==> src/rtl/operand_fetch_if.sv <==
// ---------------------------------------------------------------------------
// operand_fetch_if
//
// Bundles the two handshake channels of operand_fetch:
//   in_*  : instruction handshake from fetch (valid/ready, instr, pc)
//   out_* : resolved-operand handshake to execute (valid/ready, pc, instr,
//           rs1/rs2 values, rd index, rd write enable)
//
// Modports:
//   slave  : the operand_fetch side (consumes in_*, produces out_*)
//   master : the surrounding pipeline / testbench side
// ---------------------------------------------------------------------------
interface operand_fetch_if;
   logic        in_valid;
   logic        in_ready;
   logic [31:0] in_instr;
   logic [31:0] in_pc;

   logic        out_valid;
   logic        out_ready;
   logic [31:0] out_pc;
   logic [31:0] out_instr;
   logic [31:0] out_rs1_val;
   logic [31:0] out_rs2_val;
   logic [4:0]  out_rd_idx;
   logic        out_rd_we;

   modport slave (
      input  in_valid, in_instr, in_pc,
      output in_ready,
      output out_valid, out_pc, out_instr, out_rs1_val, out_rs2_val,
             out_rd_idx, out_rd_we,
      input  out_ready
   );

   modport master (
      output in_valid, in_instr, in_pc,
      input  in_ready,
      input  out_valid, out_pc, out_instr, out_rs1_val, out_rs2_val,
             out_rd_idx, out_rd_we,
      output out_ready
   );
endinterface

==> src/rtl/operand_fetch.sv <==
// ---------------------------------------------------------------------------
// operand_fetch
//
// Two-stage operand fetch for an RV32 pipeline. S1 captures an instruction
// from fetch and presents its source indices to a combinational register
// file; OUT holds the instruction with its resolved operand values until
// execute accepts it. A 32-bit busy scoreboard tracks registers that have an
// issued-but-not-written-back producer and stalls S1 on read-after-write.
//
// Ports:
//   clk, reset             rising-edge clock, synchronous active-high reset
//   bus (slave)            in_* handshake from fetch, out_* handshake to execute
//   rs1_idx, rs2_idx       register-file read indices (from the S1 instruction)
//   rs1_data, rs2_data     combinational register-file read data
//   wb_we/wb_rd_idx/_data  write-back port (also drives the register file)
//   flush                  drop both stages; scoreboard is left alone
//
// Configuration:
//   OPFETCH_BYPASS_EN      when defined, a source matching the write-back in
//                          the same cycle takes wb_rd_data and does not stall.
//                          When undefined, the stage waits for the busy bit to
//                          clear and reads the register file a cycle later.
// ---------------------------------------------------------------------------
module operand_fetch (
   input  logic        clk,
   input  logic        reset,
   operand_fetch_if.slave bus,
   output logic [4:0]  rs1_idx,
   output logic [4:0]  rs2_idx,
   input  logic [31:0] rs1_data,
   input  logic [31:0] rs2_data,
   input  logic        wb_we,
   input  logic [4:0]  wb_rd_idx,
   input  logic [31:0] wb_rd_data,
   input  logic        flush
);

   localparam logic [6:0] OP_LUI    = 7'b0110111;
   localparam logic [6:0] OP_AUIPC  = 7'b0010111;
   localparam logic [6:0] OP_JAL    = 7'b1101111;
   localparam logic [6:0] OP_REG    = 7'b0110011;
   localparam logic [6:0] OP_STORE  = 7'b0100011;
   localparam logic [6:0] OP_BRANCH = 7'b1100011;

   // S1 stage
   logic        s1_valid_reg;
   logic [31:0] s1_pc_reg;
   logic [31:0] s1_instr_reg;

   // OUT stage
   logic        out_valid_reg;
   logic [31:0] out_pc_reg;
   logic [31:0] out_instr_reg;
   logic [31:0] out_rs1_reg;
   logic [31:0] out_rs2_reg;
   logic [4:0]  out_rd_idx_reg;
   logic        out_rd_we_reg;

   // Scoreboard
   logic [31:0] busy_reg;
   logic [31:0] busy_next;

   // Decode of the S1 instruction
   logic [6:0]       opcode;
   logic [4:0]       rd_idx;
   logic             rd_we;
   logic [1:0]       src_used;
   logic [1:0][4:0]  src_idx;
   logic [1:0][31:0] src_data;
   logic [1:0]       src_fwd;
   logic [1:0]       src_hazard;
   logic [1:0][31:0] src_val;

   logic hazard;
   logic s1_advance;
   logic in_ready;
   logic in_fire;

   assign opcode     = s1_instr_reg[6:0];
   assign rd_idx     = s1_instr_reg[11:7];
   assign src_idx[0] = s1_instr_reg[19:15];
   assign src_idx[1] = s1_instr_reg[24:20];
   assign src_data   = {rs2_data, rs1_data};

   assign src_used[0] = !(opcode == OP_LUI || opcode == OP_AUIPC || opcode == OP_JAL);
   assign src_used[1] = (opcode == OP_REG || opcode == OP_STORE || opcode == OP_BRANCH);
   assign rd_we       = !(opcode == OP_STORE || opcode == OP_BRANCH) && (rd_idx != 5'd0);

   assign rs1_idx = src_idx[0];
   assign rs2_idx = src_idx[1];

   // Per-source resolution: unused sources and x0 contribute 0 and never stall.
   genvar gi;
   generate
      for (gi = 0; gi < 2; gi++) begin : g_src
         logic live;
         assign live = src_used[gi] && (src_idx[gi] != 5'd0);
`ifdef OPFETCH_BYPASS_EN
         // The register file is written at the same edge this operand would
         // be captured, so take the write-back value directly.
         assign src_fwd[gi] = live && wb_we && (wb_rd_idx == src_idx[gi]);
`else
         assign src_fwd[gi] = 1'b0;
`endif
         assign src_hazard[gi] = live && busy_reg[src_idx[gi]] && !src_fwd[gi];
         assign src_val[gi]    = !live      ? 32'd0 :
                                 src_fwd[gi] ? wb_rd_data : src_data[gi];
      end
   endgenerate

   assign hazard     = |src_hazard;
   assign s1_advance = s1_valid_reg && !hazard && (!out_valid_reg || bus.out_ready);
   assign in_ready   = !s1_valid_reg || s1_advance;
   assign in_fire    = bus.in_valid && in_ready;

   // Busy update: set on issue beats clear on write-back for the same index.
   // Flush does not touch this path, so an issue in a flush cycle still marks
   // its destination busy.
   generate
      for (gi = 0; gi < 32; gi++) begin : g_busy
         if (gi == 0) begin : g_zero
            assign busy_next[gi] = 1'b0;
         end else begin : g_bit
            assign busy_next[gi] =
               (s1_advance && rd_we && (rd_idx == 5'(gi))) ? 1'b1 :
               (wb_we && (wb_rd_idx == 5'(gi)))            ? 1'b0 :
                                                             busy_reg[gi];
         end
      end
   endgenerate

   always_ff @(posedge clk) begin
      if (reset) begin
         s1_valid_reg   <= 1'b0;
         s1_pc_reg      <= 32'd0;
         s1_instr_reg   <= 32'd0;
         out_valid_reg  <= 1'b0;
         out_pc_reg     <= 32'd0;
         out_instr_reg  <= 32'd0;
         out_rs1_reg    <= 32'd0;
         out_rs2_reg    <= 32'd0;
         out_rd_idx_reg <= 5'd0;
         out_rd_we_reg  <= 1'b0;
         busy_reg       <= 32'd0;
      end else begin
         busy_reg <= busy_next;
         if (flush) begin
            s1_valid_reg  <= 1'b0;
            out_valid_reg <= 1'b0;
         end else begin
            s1_valid_reg  <= in_fire || (s1_valid_reg && !s1_advance);
            out_valid_reg <= s1_advance || (out_valid_reg && !bus.out_ready);
            if (in_fire) begin
               s1_pc_reg    <= bus.in_pc;
               s1_instr_reg <= bus.in_instr;
            end
            // OUT only reloads when empty or being consumed, which keeps it
            // stable while execute back-pressures.
            if (s1_advance) begin
               out_pc_reg     <= s1_pc_reg;
               out_instr_reg  <= s1_instr_reg;
               out_rs1_reg    <= src_val[0];
               out_rs2_reg    <= src_val[1];
               out_rd_idx_reg <= rd_idx;
               out_rd_we_reg  <= rd_we;
            end
         end
      end
   end

   assign bus.in_ready    = in_ready;
   assign bus.out_valid   = out_valid_reg;
   assign bus.out_pc      = out_pc_reg;
   assign bus.out_instr   = out_instr_reg;
   assign bus.out_rs1_val = out_rs1_reg;
   assign bus.out_rs2_val = out_rs2_reg;
   assign bus.out_rd_idx  = out_rd_idx_reg;
   assign bus.out_rd_we   = out_rd_we_reg;

endmodule

==> src/flat_wrapper.sv <==
// flat-port wrapper written by rule: the top's interface ports become plain ports
module operand_fetch_flat 
  (clk, reset, rs1_idx, rs2_idx, rs1_data, rs2_data, wb_we, wb_rd_idx, wb_rd_data, flush, bus_in_valid, bus_in_instr, bus_in_pc, bus_in_ready, bus_out_valid, bus_out_pc, bus_out_instr, bus_out_rs1_val, bus_out_rs2_val, bus_out_rd_idx, bus_out_rd_we, bus_out_ready);
  operand_fetch_if bus_i ();
  input  logic clk;
  input  logic reset;
  output logic [4:0] rs1_idx;
  output logic [4:0] rs2_idx;
  input  logic [31:0] rs1_data;
  input  logic [31:0] rs2_data;
  input  logic wb_we;
  input  logic [4:0] wb_rd_idx;
  input  logic [31:0] wb_rd_data;
  input  logic flush;
  input wire logic [$bits(bus_i.in_valid)-1:0] bus_in_valid;
  input wire logic [$bits(bus_i.in_instr)-1:0] bus_in_instr;
  input wire logic [$bits(bus_i.in_pc)-1:0] bus_in_pc;
  output wire logic [$bits(bus_i.in_ready)-1:0] bus_in_ready;
  output wire logic [$bits(bus_i.out_valid)-1:0] bus_out_valid;
  output wire logic [$bits(bus_i.out_pc)-1:0] bus_out_pc;
  output wire logic [$bits(bus_i.out_instr)-1:0] bus_out_instr;
  output wire logic [$bits(bus_i.out_rs1_val)-1:0] bus_out_rs1_val;
  output wire logic [$bits(bus_i.out_rs2_val)-1:0] bus_out_rs2_val;
  output wire logic [$bits(bus_i.out_rd_idx)-1:0] bus_out_rd_idx;
  output wire logic [$bits(bus_i.out_rd_we)-1:0] bus_out_rd_we;
  input wire logic [$bits(bus_i.out_ready)-1:0] bus_out_ready;
  assign bus_i.in_valid = bus_in_valid;
  assign bus_i.in_instr = bus_in_instr;
  assign bus_i.in_pc = bus_in_pc;
  assign bus_in_ready = bus_i.in_ready;
  assign bus_out_valid = bus_i.out_valid;
  assign bus_out_pc = bus_i.out_pc;
  assign bus_out_instr = bus_i.out_instr;
  assign bus_out_rs1_val = bus_i.out_rs1_val;
  assign bus_out_rs2_val = bus_i.out_rs2_val;
  assign bus_out_rd_idx = bus_i.out_rd_idx;
  assign bus_out_rd_we = bus_i.out_rd_we;
  assign bus_i.out_ready = bus_out_ready;
  operand_fetch u_core (.clk(clk), .reset(reset), .bus(bus_i), .rs1_idx(rs1_idx), .rs2_idx(rs2_idx), .rs1_data(rs1_data), .rs2_data(rs2_data), .wb_we(wb_we), .wb_rd_idx(wb_rd_idx), .wb_rd_data(wb_rd_data), .flush(flush));
endmodule
==> config.mk <==
export PLATFORM = sky130hd
export DESIGN_NAME = operand_fetch_flat
export DESIGN_NICKNAME = d
export VERILOG_FILES = /design/src/rtl/operand_fetch_if.sv /design/src/rtl/operand_fetch.sv /design/src/flat_wrapper.sv
export SDC_FILE = /design/constraint.sdc
export NUM_CORES = 1
export LEC_CHECK = 0
export CAP_MARGIN = 0
export CORE_MARGIN = 1
export CORE_UTILIZATION = 40
export CTS_CLUSTER_DIAMETER = 80
export CTS_CLUSTER_SIZE = 12
export DETAILED_ROUTE_END_ITERATION = 8
export GPL_TIMING_DRIVEN = 1
export PLACE_DENSITY = 0.69
export SKIP_CTS_REPAIR_TIMING = 1
export SLEW_MARGIN = 30
export SYNTH_ARGS = -nofsm -noshare
export SYNTH_HDL_FRONTEND = slang
export SYNTH_SLANG_ARGS = --single-unit
==> constraint.sdc <==
create_clock -name clk -period 4.61 [get_ports clk]
set_input_delay 1.383 -clock clk [delete_from_list [all_inputs] [get_ports clk]]
set_output_delay 1.383 -clock clk [all_outputs]
set_load 0.005 [all_outputs]
# Word level (Yosys, flattened, before mapping)
# Index checks and enable logic that the tools add are counted.
[totals]
ff_bits = 232
latch_bits = 0
ramBits = 0
romBits = 0
out_inout_bits = 146
wordCells = 308
mem_count = 0
[classes]
addsub = 0
n_mul = 0
div_mod_pow = 0
magnitude_cmp = 2
n_eq_ne = 68
shift = 0
n_mux = 68
bitwise = 1
n_reduce_logical = 127
[op_table]
columns = ["operator", "n"]
rows = [
  ["5-bit == test (second input constant)", 32],
  ["5-bit by 4-bit == test with 1-bit output (second input constant)", 16],
  ["1-bit logical AND", 73],
  ["1-bit two-way mux", 64],
  ["32-bit two-way mux", 2],
  ["2-bit nonzero test", 31],
  ["5-bit by 3-bit == test with 1-bit output (second input constant)", 8],
  ["7-bit by 6-bit == test with 1-bit output (second input constant)", 3],
  ["5-bit by 2-bit == test with 1-bit output (second input constant)", 4],
  ["5-bit nonzero test", 3],
  ["7-bit == test (second input constant)", 2],
  ["5-bit by 6-bit less-than comparator with 1-bit output (second input constant)", 2],
  ["1-bit binary-select mux with 5-bit select", 2],
  ["5-bit by 1-bit == test with 1-bit output (second input constant)", 2],
  ["1-bit logical OR", 9],
  ["7-bit by 5-bit == test with 1-bit output (second input constant)", 1],
  ["1-bit zero test", 7],
  ["2-bit AND reduction", 2],
  ["2-bit OR reduction", 2],
  ["1-bit inverter", 1],
]

# Depth between registers and ports, before layout
[depth]
word_depth = 13
mapped_depth = 10
depth_no_buf = 6

# Worst setup path after synthesis
# No wires, ideal clock.
[synth_timing]
kind = "flip-flop to output port"
from = "reg u_core.s1_instr_reg[15]"
to = "out bus_in_ready"
arrival_time_ns = 1.952
t_required_ns = 3.227
slack_ns = 1.275
stages_incl_launch_ff = 8
n_path_buf = 2
path_cell_list = "dfxtp_1 > buf_6 > mux4_2 > o32ai_2 > nor3_1 > o21a_1 > buf_2 > o31ai_1"
[synth_via]
elab_chain_len = 8
[synth_rtl]
columns = ["item", "line_no", "source"]
rows = [
  ["from (decl)", "operand_fetch.sv:48", "logic [31:0] s1_instr_reg;"],
  ["from (signal assigned)", "operand_fetch.sv:155", "s1_instr_reg <= bus.in_instr;"],
  ["1-bit binary-select mux with 5-bit select / 5-bit nonzero test (equally long branches)", "operand_fetch.sv:105, operand_fetch.sv:97", ""],
  ["1-bit two-way mux (implied by the code) / 1-bit logical AND (equally long branches)", "operand_fetch.sv:105, operand_fetch.sv:97", ""],
  ["1-bit logical AND (*)", "operand_fetch.sv:105", "assign src_hazard[gi] = live && busy_reg[src_idx[gi]] && !src_fwd[gi];"],
  ["2-bit OR reduction (*)", "operand_fetch.sv:111", "assign hazard = |src_hazard;"],
  ["1-bit zero test (*)", "operand_fetch.sv:112", "assign s1_advance = s1_valid_reg && !hazard && (!out_valid_reg || bus.out_ready);"],
  ["1-bit logical AND (*) (2 in a row)", "operand_fetch.sv:112", ""],
  ["1-bit logical OR (*)", "operand_fetch.sv:113", "assign in_ready = !s1_valid_reg || s1_advance;"],
  ["to (decl)", "flat_wrapper.sv:18", "output wire logic [$bits(bus_i.in_ready)-1:0] bus_in_ready;"],
]
# Every way passes the cells marked *; elsewhere a longest branch is shown, timed or not. The select of a mux whose other input is x is not followed.

# Worst setup path in the final report
[layout_timing]
from = "reg u_core.s1_instr_reg[17]"
to = "out bus_in_ready"
# The elaborated chain is that of the path after synthesis.

==> qor.tcl <==
set qor(synth_area_leaders) {dfxtp_1 45%, mux2i_1 14%, nand2_1 8.0%}
set qor(via_count_of_the_first_global_routing_pass) 8230
set qor(result_of_the_run) {completed}
set qor(antenna_violating_nets_post_route) 0
set qor(start_util) 0.4093
set qor(insertion_delay_ps) 500
set qor(hold_violations) 0
set qor(post_route_cells_drive_above_1_share) 0.08747
set qor(worst_pin_slew_ps) 873.2
set qor(grt_pass1_wl_um) 45890
set qor(global_route.overflow_total) 0
set qor(max_clock_freq_ghz) 0.2232
set qor(ir_worst_vdd_uv) 214.7
set qor(post-route-util) 0.5496
set qor(final.period_utilization) 0.9719
set qor(design.die.area_um2) 25590
set qor(drcViolationCount) 0
set qor(maxCapViolCount) 0
set qor(routedLengthMet1_um) 12870
set qor(grt_setup_unrepaired) {no}
set qor(dominantRegCellSynth) {dfxtp_1}
set qor(ys_seq_area_frac) 0.4532
set qor(min_to) {u_core.bus.out_rs2_val[16]}
set qor(floorplan.io_pins) 317
set qor(power.leakage_nw) 4.979
set qor(core_area_um2) 24390
set qor(worst_r2r_path_depth) 8
set qor(antenna_found_initial) 0
set qor(area.growth.synth_to_final_pct) 34.29
set qor(worst-path-max-fanout) 9
set qor(report.final.setup_viol) 0
set qor(synth.most_common_cell) {dfxtp_1}
set qor(drt-initial-drc-count) 659
set qor(wl_um) 29450
set qor(clock_sinks) 226
set qor(critPathMaxStageDelay_ps) 620
set qor(top_layer) {met4}
set qor(final_nets) 1440
set qor(power.density_cell_area_nw_per_um2) 301.4
set qor(worst_setup_path_start_kind) {flop}
set qor(rrSetupSlack_ps) 1500
set qor(place_hpwl_um) 19490
set qor(cts_tree) {built}
set qor(dp_worst_setup_slack_ps) 292.4
set qor(antenna-diode-count) 0
set qor(gpl.final_weighted_congestion) 0.8958
set qor(wl_met3_um) 2104
set qor(yosys_warnings) 0
set qor(synth_cells) 1057
set qor(level_count_of_the_clock_h_tree) 1
set qor(ordered_cell_list_for_the_critical_path) {mux4_2 > mux2i_1 > o22ai_1 > o21a_2 > o31ai_1 > clkdlybuf4s50_1}
set qor(syn_area_per_cell_um2) 9.444
set qor(signal_arrival_time_at_the_worst_endpoint_ps) 3100
set qor(die_width_um) 160.0
set qor(worstReg2RegStart) {u_core.s1_instr_reg[22]}
set qor(total_routing_usage_gr) 0.2198
set qor(setup.worst_path.class) {reg -> out}
set qor(rows) 57
set qor(clock_tree.root_cell) {clkbuf_16}
set qor(filler_cell_count_in_the_final_layout) 2244
set qor(endpoint_kind) {output pin}
set qor(dr_total_vias) 8665
set qor(clk_pin_slew_ps) 60
set qor(io_buffer_count) 284
set qor(drt-vias-per-instance) 5.439
set qor(cts_made_buffers) 22
set qor(critPathSlowestCell) {dfxtp_1}
set qor(multiInputGateArea_um2) 4791
set qor(post-route-worst-setup-slack_ps) 129.7
set qor(holdCritStartpoint) {u_core.bus.out_rs2_val[16]}
set qor(hold_class) {reg -> reg}
set qor(synth_async_sr_flop_share) 0
set qor(crit_required_ps) 3230
set qor(synth_seq_cells) 226
set qor(synth_edf_count) 0
set qor(min_path_cells) 2
set qor(mappedNetlistArea_um2) 9982
set qor(worst_path_dominant_cell_family) {compound AO/OA/AOI/OAI gates}
set qor(timing_max_transition_violations_final) 0
set qor(wl_per_cell_um) 18.49
set qor(fin_skew_ps) 8.194
set qor(synth_fp_nets) 1228
set qor(wl_met2_um) 13680
set qor(yosysTopAreaCellShare) 0.4532
set qor(die-height_um) 160.0
set qor(min_period_ps) 4480
set qor(max_slew_margin) 0.4179
set qor(post_synth_most_frequent_cells) {226 x dfxtp_1, 214 x nand2_1, 141 x mux2i_1, 90 x nand3_1, 65 x nor4_1}
set qor(drt_first_pass_iters) 5
set qor(tns_ps) 0
set qor(synth_top_cell_by_area) {dfxtp_1}
set qor(critPathBufInv) 1
set qor(rr_endpoint) {u_core.bus.out_instr[18]}
set qor(synthDistinctLibCells) 51
set qor(layout.area.seq_um2) 4529
set qor(grt_start_max_net_pins) 88
set qor(cts_buffer_depth) 3
==> layout make-up <==
type | instances | share of cell area
clock buffer | 24 | 0.04396
tap | 324 | 0.03024
multi-input combinational | 704 | 0.3574
inverter | 9 | 0.003080
timing repair buffer | 306 | 0.2275
sequential | 226 | 0.3379
==> cells by family (layout without fill, tap and decap cells) <==
group | count (synthesis) | count (layout) | synth area share
compound gates | 134 | 134 | 0.1152
mux | 153 | 153 | 0.1662
simple gates | 417 | 417 | 0.1952
buf+inv | 127 | 339 | 0.07019
flops | 226 | 226 | 0.4532
==> layer usage <==
layer,vias up,GRT usage
met4,0,0.06710
met5,-,0
met2,282,0.3587
li1,4222,-
met1,4111,0.2836
met3,50,0.05740
==> cells in the final DEF (no fill, tap or decap), drive strengths merged, types with 7 or more instances in the layout <==
cell / instances
o311ai: 7
nor4: 66
o41ai: 15
buf: 22
a31o: 64
o31ai: 19
nand2b: 9
nor2: 13
nand2: 214
inv: 9
mux4: 10
clkbuf: 24
o211ai: 10
nand3: 90
mux2i: 141
clkdlybuf4s50: 284
dfxtp: 226
==> worst reg2reg max path, cell delays in order, from the launching register on <==
cell      delay (ps)
dfxtp_2          460
buf_4            230
mux2i_1          100
mux4_2           510
a221oi_4         430
o21a_2           190
buf_4            630
nor4_1           220
a31o_2           240
==> worst max-delay path by stage <==
stage	from	to	slack, ps	cells after the start
CTS	u_core.s1_instr_reg[15]	bus_in_ready	-260	6
finish	u_core.s1_instr_reg[17]	bus_in_ready	130	6
detailed placement	u_core.s1_instr_reg[15]	bus_in_ready	290	6
global placement	u_core.s1_instr_reg[15]	bus_in_ready	300	6
floorplan	u_core.s1_instr_reg[15]	bus_in_ready	1270	7
global route	u_core.s1_instr_reg[15]	bus_in_ready	50	6
==> through the flow <==
| stage | std cells | area [um^2] | hold slack, ps | total power, mW |
|---|---|---|---|---|
| after CTS | 1593 | 13400 | 458.2 | 4.085 |
| after global routing | 1593 | 13410 | 473.4 | 4.187 |
| after floorplan | 1057 | 9982 | 444.5 | 2.272 |
| after detailed placement | 1569 | 12810 | 450.1 | 2.468 |
| after global placement | 1569 | 12810 | 443.9 | 2.466 |
| final | 1593 | 13410 | 457.0 | 4.041 |
==> power breakdown <==
part	total [mW]	switching, mW	internal (mW)
combinational	0.410	0.206	0.205
sequential	2.02	0.0275	1.99
clock	1.61	0.722	0.891
total	4.04	0.955	3.09
(Power assumes the default switching activity.)
